## src/rtl/ks_pkg.sv

```systemverilog
// ks_pkg
//   Shared definitions for the Kogge-Stone serial subtractor family:
//   the slice width, the controller state encoding and the signed
//   overflow rule for subtraction.
package ks_pkg;

  // Width of one arithmetic slice processed per clock.
  localparam int SLICE_W = 4;

  // Controller states: waiting for operands, stepping slices, holding a result.
  typedef enum logic [1:0] {
    IDLE = 2'd0,
    RUN  = 2'd1,
    DONE = 2'd2
  } ks_state_t;

  // Signed overflow for a - b. It can only happen when the operand signs differ.
  // It is flagged when the result sign disagrees with the minuend sign.
  function automatic logic ks_ovf_sub(input logic a_msb, input logic b_msb,
                                      input logic d_msb);
    return (a_msb != b_msb) && (d_msb != a_msb);
  endfunction

endpackage

```

## src/rtl/ks_sub4.sv

```systemverilog
// ks_sub4
//   Combinational 4-bit Kogge-Stone slice computing a + ~b + cin.
//   With cin = ~borrow_in, s is the slice difference and cout is ~borrow_out.
// Ports
//   a    in   4  minuend slice
//   b    in   4  subtrahend slice (inverted internally)
//   cin  in   1  carry in (inverted borrow)
//   s    out  4  difference slice
//   cout out  1  carry out (inverted borrow)
module ks_sub4
  import ks_pkg::*;
(
  input  logic [SLICE_W-1:0] a,
  input  logic [SLICE_W-1:0] b,
  input  logic               cin,
  output logic [SLICE_W-1:0] s,
  output logic               cout
);

  logic [SLICE_W-1:0] p, g;
  logic [SLICE_W-1:0] p1, g1;
  logic [SLICE_W-1:0] p2, g2;
  logic [SLICE_W:0]   c;

  // Bit-level propagate/generate against the inverted subtrahend.
  assign p = a ^ ~b;
  assign g = a & ~b;

  // Prefix level 1 combines each bit with its neighbour at distance 1.
  assign g1[0] = g[0];
  assign p1[0] = p[0];
  assign g1[1] = g[1] | (p[1] & g[0]);
  assign p1[1] = p[1] & p[0];
  assign g1[2] = g[2] | (p[2] & g[1]);
  assign p1[2] = p[2] & p[1];
  assign g1[3] = g[3] | (p[3] & g[2]);
  assign p1[3] = p[3] & p[2];

  // Prefix level 2 combines at distance 2, giving group terms down to bit 0.
  assign g2[0] = g1[0];
  assign p2[0] = p1[0];
  assign g2[1] = g1[1];
  assign p2[1] = p1[1];
  assign g2[2] = g1[2] | (p1[2] & g1[0]);
  assign p2[2] = p1[2] & p1[0];
  assign g2[3] = g1[3] | (p1[3] & g1[1]);
  assign p2[3] = p1[3] & p1[1];

  // The carry into bit i+1 is the group generate, or the group propagate of cin.
  assign c[0] = cin;
  assign c[1] = g2[0] | (p2[0] & cin);
  assign c[2] = g2[1] | (p2[1] & cin);
  assign c[3] = g2[2] | (p2[2] & cin);
  assign c[4] = g2[3] | (p2[3] & cin);

  assign s    = p ^ c[SLICE_W-1:0];
  assign cout = c[SLICE_W];

endmodule

```

## src/rtl/ks_serial_subtractor.sv

```systemverilog
// ks_serial_subtractor
//   Multi-cycle W-bit subtractor computing diff = a - b - bin. It processes
//   one 4-bit slice per clock, LSB first, through ks_sub4. Valid/ready
//   handshakes are used on both sides.
// Ports
//   clk        in   1  clock, rising edge
//   rst_n      in   1  asynchronous active-low reset
//   in_valid   in   1  operands valid
//   in_ready   out  1  block can accept operands (IDLE)
//   a          in   W  minuend
//   b          in   W  subtrahend
//   bin        in   1  borrow in
//   out_valid  out  1  result valid (DONE)
//   out_ready  in   1  consumer accepts result
//   diff       out  W  a - b - bin modulo 2^W
//   bout       out  1  unsigned borrow out
//   zero       out  1  diff == 0
//   ovf        out  1  signed overflow
// W must be a multiple of 4 and at least 4.
module ks_serial_subtractor
  import ks_pkg::*;
#(
  parameter int W = 16
) (
  input  logic         clk,
  input  logic         rst_n,
  input  logic         in_valid,
  output logic         in_ready,
  input  logic [W-1:0] a,
  input  logic [W-1:0] b,
  input  logic         bin,
  output logic         out_valid,
  input  logic         out_ready,
  output logic [W-1:0] diff,
  output logic         bout,
  output logic         zero,
  output logic         ovf
);

  localparam int NSLICE = W / SLICE_W;
  localparam int IDXW   = (NSLICE > 1) ? $clog2(NSLICE) : 1;
  localparam logic [IDXW-1:0] LAST_IDX = IDXW'(NSLICE - 1);

  ks_state_t          state, state_next;
  logic [IDXW-1:0]    idx;
  logic               carry;
  logic [W-1:0]       a_reg, b_reg;
  logic [W-1:0]       diff_next;
  logic [SLICE_W-1:0] s4;
  logic               c4;
  logic               accept;

  assign in_ready  = (state == IDLE);
  assign out_valid = (state == DONE);
  assign accept    = in_valid && in_ready;

  ks_sub4 u_slice (
    .a    (a_reg[SLICE_W*idx +: SLICE_W]),
    .b    (b_reg[SLICE_W*idx +: SLICE_W]),
    .cin  (carry),
    .s    (s4),
    .cout (c4)
  );

  // Result with the current slice merged in. This lets the zero and overflow
  // flags on the final slice see the complete difference in the same edge.
  always_comb begin
    diff_next = diff;
    diff_next[SLICE_W*idx +: SLICE_W] = s4;
  end

  // State register.
  always_ff @(posedge clk or negedge rst_n) begin
    if (!rst_n) state <= IDLE;
    else        state <= state_next;
  end

  // Next state. In DONE only the output handshake is honoured.
  // A new operand waits for the following IDLE cycle.
  always_comb begin
    state_next = state;
    case (state)
      IDLE:    if (accept) state_next = RUN;
      RUN:     if (idx == LAST_IDX) state_next = DONE;
      DONE:    if (out_ready) state_next = IDLE;
      default: state_next = IDLE;
    endcase
  end

  // Datapath. Operands are captured once at accept, and the carry starts as ~bin.
  // Each RUN edge writes one slice. The flags are set on the last slice.
  // Results are frozen throughout DONE.
  always_ff @(posedge clk or negedge rst_n) begin
    if (!rst_n) begin
      idx   <= '0;
      carry <= 1'b0;
      a_reg <= '0;
      b_reg <= '0;
      diff  <= '0;
      bout  <= 1'b0;
      zero  <= 1'b0;
      ovf   <= 1'b0;
    end else if (accept) begin
      a_reg <= a;
      b_reg <= b;
      carry <= ~bin;
      idx   <= '0;
    end else if (state == RUN) begin
      diff  <= diff_next;
      carry <= c4;
      if (idx == LAST_IDX) begin
        bout <= ~c4;
        zero <= (diff_next == '0);
        ovf  <= ks_ovf_sub(a_reg[W-1], b_reg[W-1], diff_next[W-1]);
      end else begin
        idx <= idx + IDXW'(1);
      end
    end else if (out_valid && out_ready) begin
      idx <= '0;
    end
  end

endmodule
```

## config.mk

```make
export PLATFORM = sky130hd
export DESIGN_NAME = ks_serial_subtractor
export DESIGN_NICKNAME = d
export VERILOG_FILES = /design/src/rtl/ks_pkg.sv /design/src/rtl/ks_sub4.sv /design/src/rtl/ks_serial_subtractor.sv
export SDC_FILE = /design/constraint.sdc
export NUM_CORES = 1
export LEC_CHECK = 0
export ABC_CLOCK_PERIOD_IN_PS = 5850
export BUFFER_PORTS_ARGS = -buffer_cell sky130_fd_sc_hd__buf_4
export CORE_MARGIN = 2
export CORE_UTILIZATION = 35
export CTS_BUF_LIST = sky130_fd_sc_hd__clkbuf_8
export DETAILED_ROUTE_END_ITERATION = 7
export GPL_ROUTABILITY_DRIVEN = 1
export SYNTH_ARGS = -nofsm -noshare
export SYNTH_HDL_FRONTEND = slang
export SYNTH_SLANG_ARGS = --single-unit
```

## constraint.sdc

```tcl
create_clock -name clk -period 5.85 [get_ports clk]
set_clock_uncertainty 0.2 [all_clocks]
set_input_delay 0.585 -clock clk [delete_from_list [all_inputs] [get_ports clk]]
set_output_delay 0.585 -clock clk [all_outputs]
set_load 0.02 [all_outputs]
```

; Word level (Yosys, flattened, before mapping)
; Cells that the tools add are included.
; Widths: inputs -> output; s select.
[word_totals]
wordCells = 76
input_bits = 37
regBits = 56
output_inout_bits = 21
[classes]
mux = 11
shifts = 4
n_reduce_logical = 11
eq_ne = 9
add_sub_neg = 2
bitwise = 30
[ops]
columns = cell, n
row1 = $neg 4->34, 1
row2 = $shift 4x34->16 const A, 1
row3 = $shiftx 4x34->16, 1
row4 = $shiftx 16x5->4, 2
row5 = $bwmux 16, 1
row6 = $logic_not 16->1, 1
row7 = $and 1x1->1, 14
row8 = $mux 2, 7
row9 = $or 1x1->1, 9
row10 = $xor 4x4->4, 2
row11 = $pmux 2 s3, 1
row12 = $reduce_and 3->1, 2
row13 = $and 4x4->4, 1
row14 = $eq 2x2->1 const B, 2
row15 = $ne 2x1->1 const B, 2
row16 = $not 4->4, 1
row17 = $reduce_and 2->1, 2
row18 = $logic_and 1x1->1, 3
row19 = $ne 3x3->1 const B, 1
row20 = $not 1->1, 3
row21 = $reduce_bool 3->1, 1
row22 = $add 2x1->2 const B, 1
row23 = $eq 2x1->1 const B, 1
row24 = $logic_not 2->1, 1
row25 = other kinds (4), 6

; Depth between registers and ports, before layout
[depth]
ltp_word = 12
depth_mapped = 10
ltp_nobuf = 8

; Modules after synthesis
; From an unflattened synthesis, not the netlist that was laid out.
[hier_totals]
cells_unflattened = 226
hier_area_um2 = 2851.5
[modules_own_cells]
columns = module, cells_per_inst, n_inst, area_each_um2, seq_area_each_um2
row1 = ks_serial_subtractor, 206, 1, 2692.6, 1401.3
row2 = ks_sub4, 20, 1, 158.9, 0.0

; Worst setup path before layout
; No wires, ideal clock.
[synth_path]
path_kind = reg2reg
from = register idx[0]
to = register ovf
synth_period_minus_slack_ns = 3.050
slack_ns = 2.800
arrival_time_ns = 2.767
path_stages_with_launch = 10
n_path_buf = 2
setup_time_ns = 0.084
t_required_ns = 5.566
cell_sequence = dfrtp_1 buf_2 buf_2 mux4_2 ha_1 a41oi_2 o21ai_2 xor2_2 a2111o_1 a41oi_2
[synth_between]
elab_chain_len = 12
word_cells_on_any_way = 29
cone_classes = add/sub: 1 / eq/ne: 2 / shift: 4 / mux: 1 / bitwise: 19 / reduce/logical: 2
[synth_lines]
columns = item, line
row1 = start: declaration, ks_serial_subtractor.sv:45  ; logic [IDXW-1:0] idx;
row2 = start signal: assignment, ks_serial_subtractor.sv:116  ; idx <= idx + IDXW'(1);
row3 = $shiftx 16x5->4, ks_serial_subtractor.sv:59  ; .b (b_reg[SLICE_W*idx +: SLICE_W]),
row4 = $not 4->4, "ks_sub4.sv:26, ks_sub4.sv:27"
row5 = $xor 4x4->4 or $and 4x4->4 (tied branches), "ks_sub4.sv:26, ks_sub4.sv:27"
row6 = "$and 1x1->1, on equally long branches", "ks_sub4.sv:34, ks_sub4.sv:35"
row7 = "$or 1x1->1, or another cell as far along", ks_sub4.sv:34  ; assign g1[2] = g[2] | (p[2] & g[1]);
row8 = $or 1x1->1 or $and 1x1->1 (tied branches), "ks_sub4.sv:44, ks_sub4.sv:53"
row9 = $or 1x1->1, ks_sub4.sv:53  ; assign c[3] = g2[2] | (p2[2] & cin);
row10 = $xor 4x4->4, ks_sub4.sv:56  ; assign s = p ^ c[SLICE_W-1:0];
row11 = $shiftx 4x34->16, ks_serial_subtractor.sv:69  ; diff_next[SLICE_W*idx +: SLICE_W] = s4;
row12 = $bwmux 16, ks_serial_subtractor.sv:69
row13 = $ne 1x1->1, ks_pkg.sv:21  ; return (a_msb != b_msb) && (d_msb != a_msb);
row14 = $logic_and 1x1->1, ks_pkg.sv:21
row15 = end signal: assignment, ks_serial_subtractor.sv:114  ; ovf <= ks_ovf_sub(a_reg[W-1], b_reg[W-1], diff_next[W-1]);
row16 = end: declaration, ks_serial_subtractor.sv:37  ; output logic ovf
; Parallel ways exist; a longest one is shown, timed or not.
; A chain may end at the register's enable or synchronous reset.

; Final worst setup path
; Ends and elaborated chain as after synthesis.

==> results.sh <==
export IMPL_status="finished, final reports clean"
export IMPL_clockBufferDepth=2
export IMPL_reg2regPathDepth=7
export IMPL_setup_tns_final_ns=0
export IMPL_max_cap_violations=0
export IMPL_clkTransAtPathRegs_ns=0.10
export IMPL_holdCritPathClass="input pin to asynchronous set/reset pin"
export IMPL_finalPower_mw=2.09
export IMPL_grt_pass1_vias=2187
export IMPL_leakage_nw=1.70
export IMPL_overflow=0
export IMPL_cp_end_kind="flop"
export IMPL_antenna_found_initial=0
export IMPL_layout_setup_ws_ns=2.50
export IMPL_nNetsFinal=385
export IMPL_grt_max_degree=57
export IMPL_rr_endpoint="ovf"
export IMPL_pre_cts_ws_ns=2.48
export IMPL_ys_seq_area_share_pct=50.5
export IMPL_rrSetupSlack_ns=2.50
export IMPL_multi_input_area_um2=1280
export IMPL_cts_tree="done"
export IMPL_clock_latency_ns=0.31
export IMPL_gp_congestion=0.780
export IMPL_drt_pass1_iter_count=4
export IMPL_design_core_area_um2=7690
export IMPL_setup_violations=0
export IMPL_synth_seq_cells=56
export IMPL_max_freq_mhz=298
export IMPL_layout_common_cells="nand2_1 (119), buf_4 (57), dfrtp_1 (56)"
export IMPL_slew_viol_final=0
export IMPL_netlist_instances=285
export IMPL_fin_crit_ns=3.35
export IMPL_arrival_ns=3.39
export IMPL_num_antenna_cells=0
export IMPL_place_port_buffers=57
export IMPL_grt_use_total_pct=15.4
export IMPL_numCtsBuffers=5
export IMPL_fin_crit_sh_pct=57.3
export IMPL_dieArea_um2=8650
export IMPL_cts_resized=0
export IMPL_totalWireLength_mm=6.10
export IMPL_fp_row_count=32
export IMPL_crit_fanout=19
export IMPL_vias=2187
export IMPL_cts_hold_buffers=0
export IMPL_syn_nets=333
export IMPL_cts_sinks=56
export IMPL_ys_types=41
export IMPL_fillCellCount=801
export IMPL_area_delta_synth_final_pct=22.4
export IMPL_ios=58
export IMPL_worst_setup_path_start_kind="flop"
export IMPL_slew_headroom_pct=28.3
export IMPL_netlist_area_um2=2770
export IMPL_h_tree_depth=2
export IMPL_final_seq_area_um2=1400
export IMPL_rsz0062_at_grt="no"
export IMPL_fin_hold_ws_ns=0.117
export IMPL_tightest_slew_ns=1.07
export IMPL_avgSynthCellArea_um2=9.73
export IMPL_die_h_um=93.0
export IMPL_cts_root_buf="clkbuf_8"
export IMPL_grt_pass1_wl_mm=10.6
export IMPL_die_w_um=93.0
export IMPL_start_util_pct=36.1
export IMPL_layout_drive_gt1_share_pct=24.0
export IMPL_final_core_util_pct=44.2
export IMPL_crit_type="flop to flop"
export IMPL_final_common_cell="nand2_1"
export IMPL_irDropWorstVdd_v=0.000266
export IMPL_power_density_nw_per_um2=615
export IMPL_post_cts_buffers=0
export IMPL_yosysWarningCount=0
export IMPL_drc_errors=0
export IMPL_final_antenna_net_count=0
export IMPL_finalHoldViolations=0
export IMPL_drt_iter0_drc=155
export IMPL_worst_r2r_startpoint="idx[0]"
export IMPL_wl_per_cell_um=13.9
export IMPL_via_per_inst=4.97
export IMPL_crit_required_ns=5.89
export IMPL_dp_hpwl_mm=4.42
==> power breakdown <==
part           internal (mW)  switching, mW
Combinational          0.464          0.667
Clock                  0.129          0.131
Sequential             0.547          0.151
==> stage by stage <==
step                      area [µm²]  instances
after floorplan                 2770        285
after global placement          3280        432
after detailed placement        3280        432
after CTS                       3390        440
after global routing            3390        440
final                           3390        440
==> cell type report <==
type,instances,area share [%]
Sequential cell,56,41.3
Multi-Input combinational cell,206,37.7
Timing Repair Buffer,57,12.6
Tap cell,102,3.76
Clock buffer,5,2.03
Clock inverter,3,1.36
Inverter,11,1.22
==> cells by family (layout without fill, tap and decap cells) <==
kind of cell / Yosys count / count (layout) / synth area share [%]
adders and majority gates: 11 / 11 / 5.23
DFF: 56 / 56 / 50.5
xor gates and xnor gates: 4 / 4 / 1.53
and+or+nand+nor: 142 / 142 / 21.2
AOI/OAI and AO/OA: 38 / 38 / 10.6
muxes: 11 / 11 / 7.67
buffers and inverters: 23 / 76 / 3.29
==> critical path: stages (launching register included) <==
cell	delay, ns
dfrtp_1	0.93
mux4_2	0.60
ha_1	0.36
a41oi_2	0.22
o21ai_2	0.12
xor2_2	0.20
a2111o_1	0.44
a41oi_2	0.20
==> routing by layer <==
metal / routed length [µm] / global-route usage [%]
met1: 2780 / 21.1
met2: 3020 / 25.8
met3: 266 / 2.90
met4: 37 / 2.94
met5: 0 / 0
==> synthesized netlist by cell type, drive strengths merged <==
master / number / area [µm²]
a2111o: 1 / 11.3
o21ai: 11 / 58.8
clkbuf: 8 / 30.0
nor2b: 1 / 6.26
buf: 4 / 20.0
and2b: 1 / 8.76
mux4: 8 / 180
a21oi: 5 / 25.0
a41oi: 2 / 32.5
xor2: 2 / 25.0
nand2: 119 / 447
mux2: 2 / 22.5
o22ai: 2 / 12.5
ha: 10 / 125
and4bb: 1 / 12.5
nor4: 4 / 25.0
a32o: 4 / 40.0
fa: 1 / 20.0
nor3: 1 / 5.00
a22o: 5 / 46.3
mux2i: 1 / 10.0
xnor2: 2 / 17.5
and2: 1 / 6.26
dfrtp: 56 / 1400
a21o: 1 / 7.51
nand3b: 1 / 7.51
o32ai: 1 / 8.76
and3b: 1 / 8.76
o311ai: 1 / 8.76
nor4bb: 1 / 10.0
nor2: 6 / 22.5
o221ai: 1 / 8.76
nand2b: 3 / 18.8
inv: 11 / 41.3
o31ai: 2 / 15.0
o41ai: 2 / 17.5
nand3: 2 / 10.0
==> worst max-delay path by stage <==
stage,startpoint,endpoint
detailed placement,idx[0],ovf
global route,idx[0],ovf
global placement,idx[0],ovf
finish,idx[0],ovf
floorplan,idx[0],ovf
CTS,idx[0],ovf
Note: power is estimated with default switching activity, not from simulation.
